## src/rtl/store_buffer_if.sv

```systemverilog
// rtl/store_buffer_if.sv - store buffer pipeline/memory signal bundle
interface store_buffer_if #(
    parameter int DEPTH = 4
);
    logic                     st_valid;
    logic [11:0]              st_addr;
    logic [3:0]               st_we;
    logic [31:0]              st_data;
    logic                     ld_valid;
    logic [11:0]              ld_addr;
    logic                     mem_ready;
    logic [3:0]               mem_we;
    logic [11:0]              mem_addr;
    logic [31:0]              mem_din;
    logic                     stall;
    logic                     empty;
    logic [$clog2(DEPTH):0]   count;

    modport master (
        output st_valid, st_addr, st_we, st_data, ld_valid, ld_addr, mem_ready,
        input  mem_we, mem_addr, mem_din, stall, empty, count
    );

    modport slave (
        input  st_valid, st_addr, st_we, st_data, ld_valid, ld_addr, mem_ready,
        output mem_we, mem_addr, mem_din, stall, empty, count
    );
endinterface

```

## src/rtl/store_buffer.sv

```systemverilog
// rtl/store_buffer.sv - circular store buffer draining to data memory with load-hazard stall
module store_buffer #(
    parameter int DEPTH = 4
) (
    input logic          clk,
    input logic          rst_n,
    store_buffer_if.slave sb
);
    localparam int PW = $clog2(DEPTH);
    localparam int CW = PW + 1;

    logic [11:0]   addr_q [DEPTH];
    logic [3:0]    we_q   [DEPTH];
    logic [31:0]   data_q [DEPTH];
    logic [PW-1:0] rd_ptr;
    logic [PW-1:0] wr_ptr;
    logic [CW-1:0] cnt;

    logic full;
    logic has_entry;
    logic st_req;
    logic push;
    logic pop;
    logic ld_hit;

    always_comb begin
        full      = (cnt == CW'(DEPTH));
        has_entry = (cnt != '0);
        st_req    = sb.st_valid && (sb.st_we != 4'b0000);
        push      = st_req && !full;
        pop       = has_entry && sb.mem_ready;
    end

    // An array slot is pending when its distance from the head is below the occupancy.
    always_comb begin
        logic [PW-1:0] off;
        off    = '0;
        ld_hit = 1'b0;
        for (int i = 0; i < DEPTH; i++) begin
            off = PW'(i) - rd_ptr;
            if (({1'b0, off} < cnt) && (addr_q[i] == sb.ld_addr))
                ld_hit = 1'b1;
        end
    end

    always_comb begin
        sb.stall    = (st_req && full) || (sb.ld_valid && ld_hit);
        sb.empty    = !has_entry;
        sb.count    = cnt;
        sb.mem_we   = has_entry ? we_q[rd_ptr]   : 4'b0000;
        sb.mem_addr = has_entry ? addr_q[rd_ptr] : 12'h000;
        sb.mem_din  = has_entry ? data_q[rd_ptr] : 32'h0000_0000;
    end

    always_ff @(posedge clk or negedge rst_n) begin
        if (!rst_n) begin
            rd_ptr <= '0;
            wr_ptr <= '0;
            cnt    <= '0;
        end else begin
            if (push)
                wr_ptr <= wr_ptr + PW'(1);
            if (pop)
                rd_ptr <= rd_ptr + PW'(1);
            case ({push, pop})
                2'b10:   cnt <= cnt + CW'(1);
                2'b01:   cnt <= cnt - CW'(1);
                default: cnt <= cnt;
            endcase
        end
    end

    // Payload storage is qualified by cnt, so it carries no reset.
    always_ff @(posedge clk) begin
        if (push) begin
            addr_q[wr_ptr] <= sb.st_addr;
            we_q[wr_ptr]   <= sb.st_we;
            data_q[wr_ptr] <= sb.st_data;
        end
    end
endmodule
```

## src/flat_wrapper.sv

```systemverilog
// flat-port wrapper written by rule: the top's interface ports become plain ports
module store_buffer_flat 
#(
    parameter int DEPTH = 4
)
  (clk, rst_n, sb_st_valid, sb_st_addr, sb_st_we, sb_st_data, sb_ld_valid, sb_ld_addr, sb_mem_ready, sb_mem_we, sb_mem_addr, sb_mem_din, sb_stall, sb_empty, sb_count);
  store_buffer_if #(.DEPTH(DEPTH)) sb_i ();
  input logic clk;
  input logic rst_n;
  input wire logic [$bits(sb_i.st_valid)-1:0] sb_st_valid;
  input wire logic [$bits(sb_i.st_addr)-1:0] sb_st_addr;
  input wire logic [$bits(sb_i.st_we)-1:0] sb_st_we;
  input wire logic [$bits(sb_i.st_data)-1:0] sb_st_data;
  input wire logic [$bits(sb_i.ld_valid)-1:0] sb_ld_valid;
  input wire logic [$bits(sb_i.ld_addr)-1:0] sb_ld_addr;
  input wire logic [$bits(sb_i.mem_ready)-1:0] sb_mem_ready;
  output wire logic [$bits(sb_i.mem_we)-1:0] sb_mem_we;
  output wire logic [$bits(sb_i.mem_addr)-1:0] sb_mem_addr;
  output wire logic [$bits(sb_i.mem_din)-1:0] sb_mem_din;
  output wire logic [$bits(sb_i.stall)-1:0] sb_stall;
  output wire logic [$bits(sb_i.empty)-1:0] sb_empty;
  output wire logic [$bits(sb_i.count)-1:0] sb_count;
  assign sb_i.st_valid = sb_st_valid;
  assign sb_i.st_addr = sb_st_addr;
  assign sb_i.st_we = sb_st_we;
  assign sb_i.st_data = sb_st_data;
  assign sb_i.ld_valid = sb_ld_valid;
  assign sb_i.ld_addr = sb_ld_addr;
  assign sb_i.mem_ready = sb_mem_ready;
  assign sb_mem_we = sb_i.mem_we;
  assign sb_mem_addr = sb_i.mem_addr;
  assign sb_mem_din = sb_i.mem_din;
  assign sb_stall = sb_i.stall;
  assign sb_empty = sb_i.empty;
  assign sb_count = sb_i.count;
  store_buffer #(.DEPTH(DEPTH)) u_core (.clk(clk), .rst_n(rst_n), .sb(sb_i));
endmodule
```

## config.mk

```make
export PLATFORM = sky130hd
export DESIGN_NAME = store_buffer_flat
export DESIGN_NICKNAME = d
export VERILOG_FILES = /design/src/rtl/store_buffer_if.sv /design/src/rtl/store_buffer.sv /design/src/flat_wrapper.sv
export SDC_FILE = /design/constraint.sdc
export NUM_CORES = 1
export LEC_CHECK = 0
export CORE_ASPECT_RATIO = 1.75
export CORE_MARGIN = 2
export CORE_UTILIZATION = 45
export DETAILED_ROUTE_END_ITERATION = 10
export PLACE_DENSITY = 0.79
export SETUP_SLACK_MARGIN = 0.4
export SYNTH_ARGS = -nofsm -noshare
export SYNTH_HDL_FRONTEND = slang
export SYNTH_SLANG_ARGS = --single-unit
```

## constraint.sdc

```tcl
create_clock -name clk -period 2.9 [get_ports clk]
set_input_delay 0.725 -clock clk [delete_from_list [all_inputs] [get_ports clk]]
set_output_delay 0.725 -clock clk [all_outputs]
set_load 0.02 [all_outputs]
```

### Yosys cells after proc, flatten, opt, wreduce, memory -nomap -nowiden

Memories as Yosys holds them, arrays and structs flattened.
Index checks and enable logic that the tools add are counted.

| operators by class | value |
|---|---|
| add/sub/neg operators | 8 |
| $lt $le $gt $ge | 4 |
| equal/unequal tests | 7 |
| mux-type cells | 10 |
| reduce and logical (&&, ||, !) cells | 15 |

Operators by type and width:

| operator | count |
|---|---|
| 12-bit equality test | 4 |
| 32-bit 2-to-1 mux | 1 |
| 2-bit by 3-bit less-than comparator with 1-bit output | 4 |
| 12-bit 2-to-1 mux | 1 |
| 1-bit logical AND | 9 |
| 1-bit 2-to-1 mux | 6 |
| 3-bit case mux with 2 select lines | 1 |
| 2-bit by 1-bit adder with 2-bit output, second input constant | 2 |
| 4-bit 2-to-1 mux | 1 |
| 4-bit nonzero test | 1 |
| 1-bit by 2-bit subtractor with 2-bit output, first input constant | 2 |
| 2-bit subtractor, first input constant | 2 |
| 3-bit by 1-bit adder with 3-bit output, second input constant | 1 |
| 3-bit equality test, second input constant | 1 |
| 3-bit nonzero test | 1 |
| 3-bit by 1-bit subtractor with 3-bit output, second input constant | 1 |
| 2-bit by 1-bit equality test with 1-bit output, second input constant | 1 |
| 2-bit equality test, second input constant | 1 |
| 1-bit zero test | 2 |
| 2-bit nonzero test | 1 |
| 1-bit logical OR | 1 |

| storage, ports and cells | value |
|---|---|
| register bits after elaboration | 7 |
| memory bits (writable) | 192 |
| input port bits | 65 |
| output and inout port bits | 53 |
| word-level logic and storage cells | 50 |
| memories | 3 |

Memories:

| memory | depth | width | rd ports | clocked after memory_dff | wr ports | line | text |
|---|---|---|---|---|---|---|---|
| u_core.data_q | 4 | 32 | 1 | 0 | 1 | store_buffer.sv:14 | `logic [31:0] data_q [DEPTH];` |
| u_core.addr_q | 4 | 12 | 5 | 0 | 1 | store_buffer.sv:12 | `logic [11:0] addr_q [DEPTH];` |
| u_core.we_q | 4 | 4 | 1 | 0 | 1 | store_buffer.sv:13 | `logic [3:0] we_q [DEPTH];` |

### Longest topological paths before layout

Gate-level depths: netlist of run 1.

| logic depth | value |
|---|---|
| word-level depth | 9 |
| mapped depth | 10 |
| depth with buffers taken out | 9 |

### Least setup slack after synthesis of run 1

OpenSTA, ideal clock, no wires.

| timing path | value |
|---|---|
| kind | input to register |
| start point | in sb_st_we[1] |
| end point | mem u_core.addr_q[2][0], enable pin |
| setup time | 0.410 ns |
| arrival | 2.354 ns |
| data required time | 2.490 ns |
| setup slack | 0.135 ns |
| stages | 3 |
| path buffers | 0 |
| cells stage by stage | o41ai_1 -> a21oi_1 -> and2_1 |

| on the way | value |
|---|---|
| cells in the longest elaborated chain, start to end | 5 |

RTL lines:

| item | line | text |
|---|---|---|
| start, declared | flat_wrapper.sv:12 | `input wire logic [$bits(sb_i.st_we)-1:0] sb_st_we;` |
| 4-bit nonzero test | store_buffer.sv:29 | `st_req = sb.st_valid && (sb.st_we != 4'b0000);` |
| 1-bit logical AND | store_buffer.sv:29 |  |
| 1-bit logical AND | store_buffer.sv:30 | `push = st_req && !full;` |
| 1-bit 2-to-1 mux | store_buffer.sv:75 | `if (push) begin` |
| 1-bit 2-to-1 mux (not written as such) | store_buffer.sv:76 | `addr_q[wr_ptr] <= sb.st_addr;` |
| end, declared | store_buffer.sv:12 |  |

Every way passes these cells.

### Final worst setup path of run 1

| timing path | value |
|---|---|
| start point | in sb_ld_addr[3] |
| end point | out sb_stall |

| on the way | value |
|---|---|
| cells in the longest elaborated chain, start to end | 8 |
| elaborated cells on any way between the ends | 14 |
| classes of those cells | eq/ne (4); mux (4); reduce/logical (6) |

RTL lines:

| item | line | text |
|---|---|---|
| start, declared | flat_wrapper.sv:15 | `input wire logic [$bits(sb_i.ld_addr)-1:0] sb_ld_addr;` |
| 12-bit equality test | store_buffer.sv:41 | `if (({1'b0, off} < cnt) && (addr_q[i] == sb.ld_addr))` |
| 1-bit logical AND | store_buffer.sv:41 |  |
| 1-bit 2-to-1 mux (3 in series) | store_buffer.sv:41 |  |
| 1-bit 2-to-1 mux (*) | store_buffer.sv:41 |  |
| 1-bit logical AND (*) | store_buffer.sv:47 | `sb.stall = (st_req && full) \|\| (sb.ld_valid && ld_hit);` |
| 1-bit logical OR (*) | store_buffer.sv:47 |  |
| end, declared | flat_wrapper.sv:20 | `output wire logic [$bits(sb_i.stall)-1:0] sb_stall;` |

Every way passes the cells marked *; elsewhere a longest branch is shown, timed or not.

==> results of run 1 <==
[synthesized netlist by cell type, types with 3 or more instances]
cell type  instances  area, sq um
buf_6              6         67.6
nor2b_1           49          307
o21ai_0            4         20.0
and2_1             4         25.0
a21oi_1            4         20.0
nand4_1            3         18.8
dfrtp_1            7          175
ha_1               9          113
nand2_1            5         18.8
nor4_1             9         56.3
buf_2              9         45.0
o211ai_1           3         22.5
xnor2_1           15          131
edfxtp_1         192         5770
xor2_1            40          350
nor2_1             3         11.3
inv_1              8         30.0
mux4_2            48         1080
clkbuf_1           5         18.8
[cell type report]
type	count	area share
inverter	8	0.00259
tap	238	0.0257
sequential	199	0.512
antenna	1	0.000216
clock inverter	15	0.0142
timing repair buffer	179	0.180
clock buffer	17	0.0367
multi-input combinational	204	0.228
[layer usage]
layer | routed length [microns] | vias up | track usage
met5 | 0 | - | 0
met4 | 653 | 0 | 0.0956
met3 | 606 | 38 | 0.0407
met2 | 10600 | 119 | 0.351
met1 | 7150 | 2374 | 0.218
li1 | - | 2042 | -
[per-stage QoR]
stage                util  power (uW)
floorplan               -        6830
detailed placement  0.550        8910
global placement    0.550        8810
CTS                 0.607       12100
finish              0.630       12800
global route        0.630       13400
[power by group through the flow]
stage	registers [uW]	clock network, uW	logic [uW]
after floorplan	3970	0	2860
after global placement	3980	0	4830
after detailed placement	4030	0	4880
after CTS	3980	2380	5740
after global routing	4020	2500	6860
final	3980	2360	6490
[state kept, by name, summed over array words and instances (netlist names)]
signal           cells
u_core.we_q         16
u_core.addr_q       48
u_core.wr_ptr        2
u_core.sb.count      3
u_core.data_q      128
u_core.rd_ptr        2
[final timing paths]
path / startpoint / end / slack [ps] / cells past startpoint
max in group asynchronous: rst_n / u_core.rd_ptr[0] / 2040 / 1
worst min register to register: u_core.sb.count[0] / u_core.sb.count[0] / 610 / 2
worst max register to register: u_core.sb.count[2] / u_core.sb.count[2] / 550 / 10
worst min-delay path: rst_n / u_core.wr_ptr[0] / 560 / 1
worst max-delay path: sb_ld_addr[3] / sb_stall / -70 / 9
min in group clk: u_core.sb.count[0] / u_core.sb.count[0] / 610 / 2
[timing repair]
| action | in CTS | in global routing |
|---|---|---|
| cloned | 6 | 3 |
| resized for setup | 346 | 86 |
| setup endpoints to repair | 51 | 51 |
| pin swaps | 9 | 5 |
| setup buffers | 12 | 3 |
[cells by family after synthesis]
logic type               after synthesis  synth area share
AND/OR/NAND/NOR                       75            0.0549
multiplexers                          48             0.129
XOR/XNOR                              55            0.0576
flip-flops                           199             0.710
buffers and inverters                 29            0.0199
adder cells (fa/ha/maj)               10            0.0159
AO/OA/AOI/OAI                         16            0.0120
[critical path, delay by kind of cell]
kind	cells	cell delay (ps)
buf+inv	3	750
compound gates	4	460
xor+xnor	1	230
simple gates	1	70
==> impl_metrics.yaml, run 1 <==
floorplanning:
  die_width_microns: 107
  initial_core_util: 0.454
  core.rowCount: 66
  die-area_sq_mm: 0.0197
  die_h_microns: 184
  num_io_pins: 118
  fp.coreArea_sq_mm: 0.0184
power_and_ir_drop:
  p_clk_frac: 0.184
  power_switching_share: 0.332
  switchingPower_uw: 4260
  leakage_uw: 0.00423
  p_per_area_mw_per_mm2: 1110
  comb_power_share: 0.506
  ir_worst_vdd_mv: 0.585
  p_seq_frac: 0.310
  power.internal_uw: 8570
global_routing:
  grt_pass1_wl_mm: 28.0
  grt_max_degree: 30
  grt_overflow: 0
  track_usage: 0.196
  antenna_found_initial: 1
  grt_pass1_vias: 5080
logic_synthesis:
  seq_area_frac_synth: 0.710
  syn_inst: 432
  yosys_warnings: 0
  syn_nets: 507
  synth-edff-count: 192
  synthFlopType: "edfxtp_1"
  ys_seq_elements: 199
  netlist_area_sq_mm: 0.00836
  syn_avg_cell_area_sq_um: 19.4
  ys_async_sr_fraction: 0.0352
  yosysUniqueCellTypes: 28
placed_design:
  place_ws_ps: -838
  portBuffers: 117
  dp.cells: 804
  hpwl_mm: 11.5
  finalWeightedCongestion: 0.953
  dpl-instance-area_sq_mm: 0.0101
drt:
  wl_per_cell_microns: 22.1
  ant_nets: 0
  routed_wl_mm: 19.0
  drcViolationCount: 0
  firstDrtPassIters: 4
  via_per_inst: 5.31
  drt_iter0_markers: 326
  via_count: 4573
status:
  status: "finished with violations"
  violations: "setup timing"
timing:
  maxSlewViolCount: 0
  setup_tns_ps: -103
  min_period_over_period: 1.02
  whs_ps: 564
  slew_headroom: 0.718
  skew_ps: 9.39
  fmaxAchievable_mhz: 337
  fin_ws_ps: -67.8
  rsz0062_at_grt: "true"
  worst_slew_pin_slew_ps: 424
  finalSetupViolCount: 5
  hold_viol: 0
  min_period_ps: 2970
setup_path:
  max_stage_delay_ps: 490
  path_class: "in2out"
  cp_data_required_time_ps: 2170
  crit_chain: "clkdlybuf4s50_1 -> xor2_1 -> nor4_2 -> buf_4 -> o2111ai_1 -> o21ai_1 -> o21ai_2 -> o21ai_2 -> buf_6"
  worstPathArrival_ps: 2240
  endpoint_kind: "primary output"
  crit_slowest_cell: "clkdlybuf4s50_1"
  crit_path_start_kind: "input pin"
  critPathMaxFanout: 2
  cpMostUsedCell: "o21ai_2"
cts:
  h-tree-depth: 4
  holdBufCountCts: 0
  cts_tree: "yes"
  clk_latency_ps: 430
  clk_path_buf_depth: 2
  path_clk_slew_ps: 70
  numCtsBuffers: 17
  cts_root_buffer: "clkbuf_16"
  cts_sinks: 199
layout:
  seq_area_sq_mm: 0.00595
  mostFrequentLayoutCells: "edfxtp_1 (192), buf_6 (56), clkdlybuf4s50_1 (53)"
  layout-drive-gt1-share: 0.412
  fin_area_sq_mm: 0.0116
  fin_cells: 861
  nets: 684
  syn_to_final_growth_pct: 38.8
  layout_commonest_cell: "edfxtp_1"
  nFillCells: 1267
  multi_input_comb_area_sq_mm: 0.00265
min_path:
  hold_class: "in2async"
job:
  max_cap_violations: 0
No activity file was read; power rests on OpenSTA's default activity.
==> inputs of run 2 (changes only) <==
CAP_MARGIN = 5   (was not set)
==> results of run 2 <==
Final layout, timing and power as in run 1 (identical DEF).
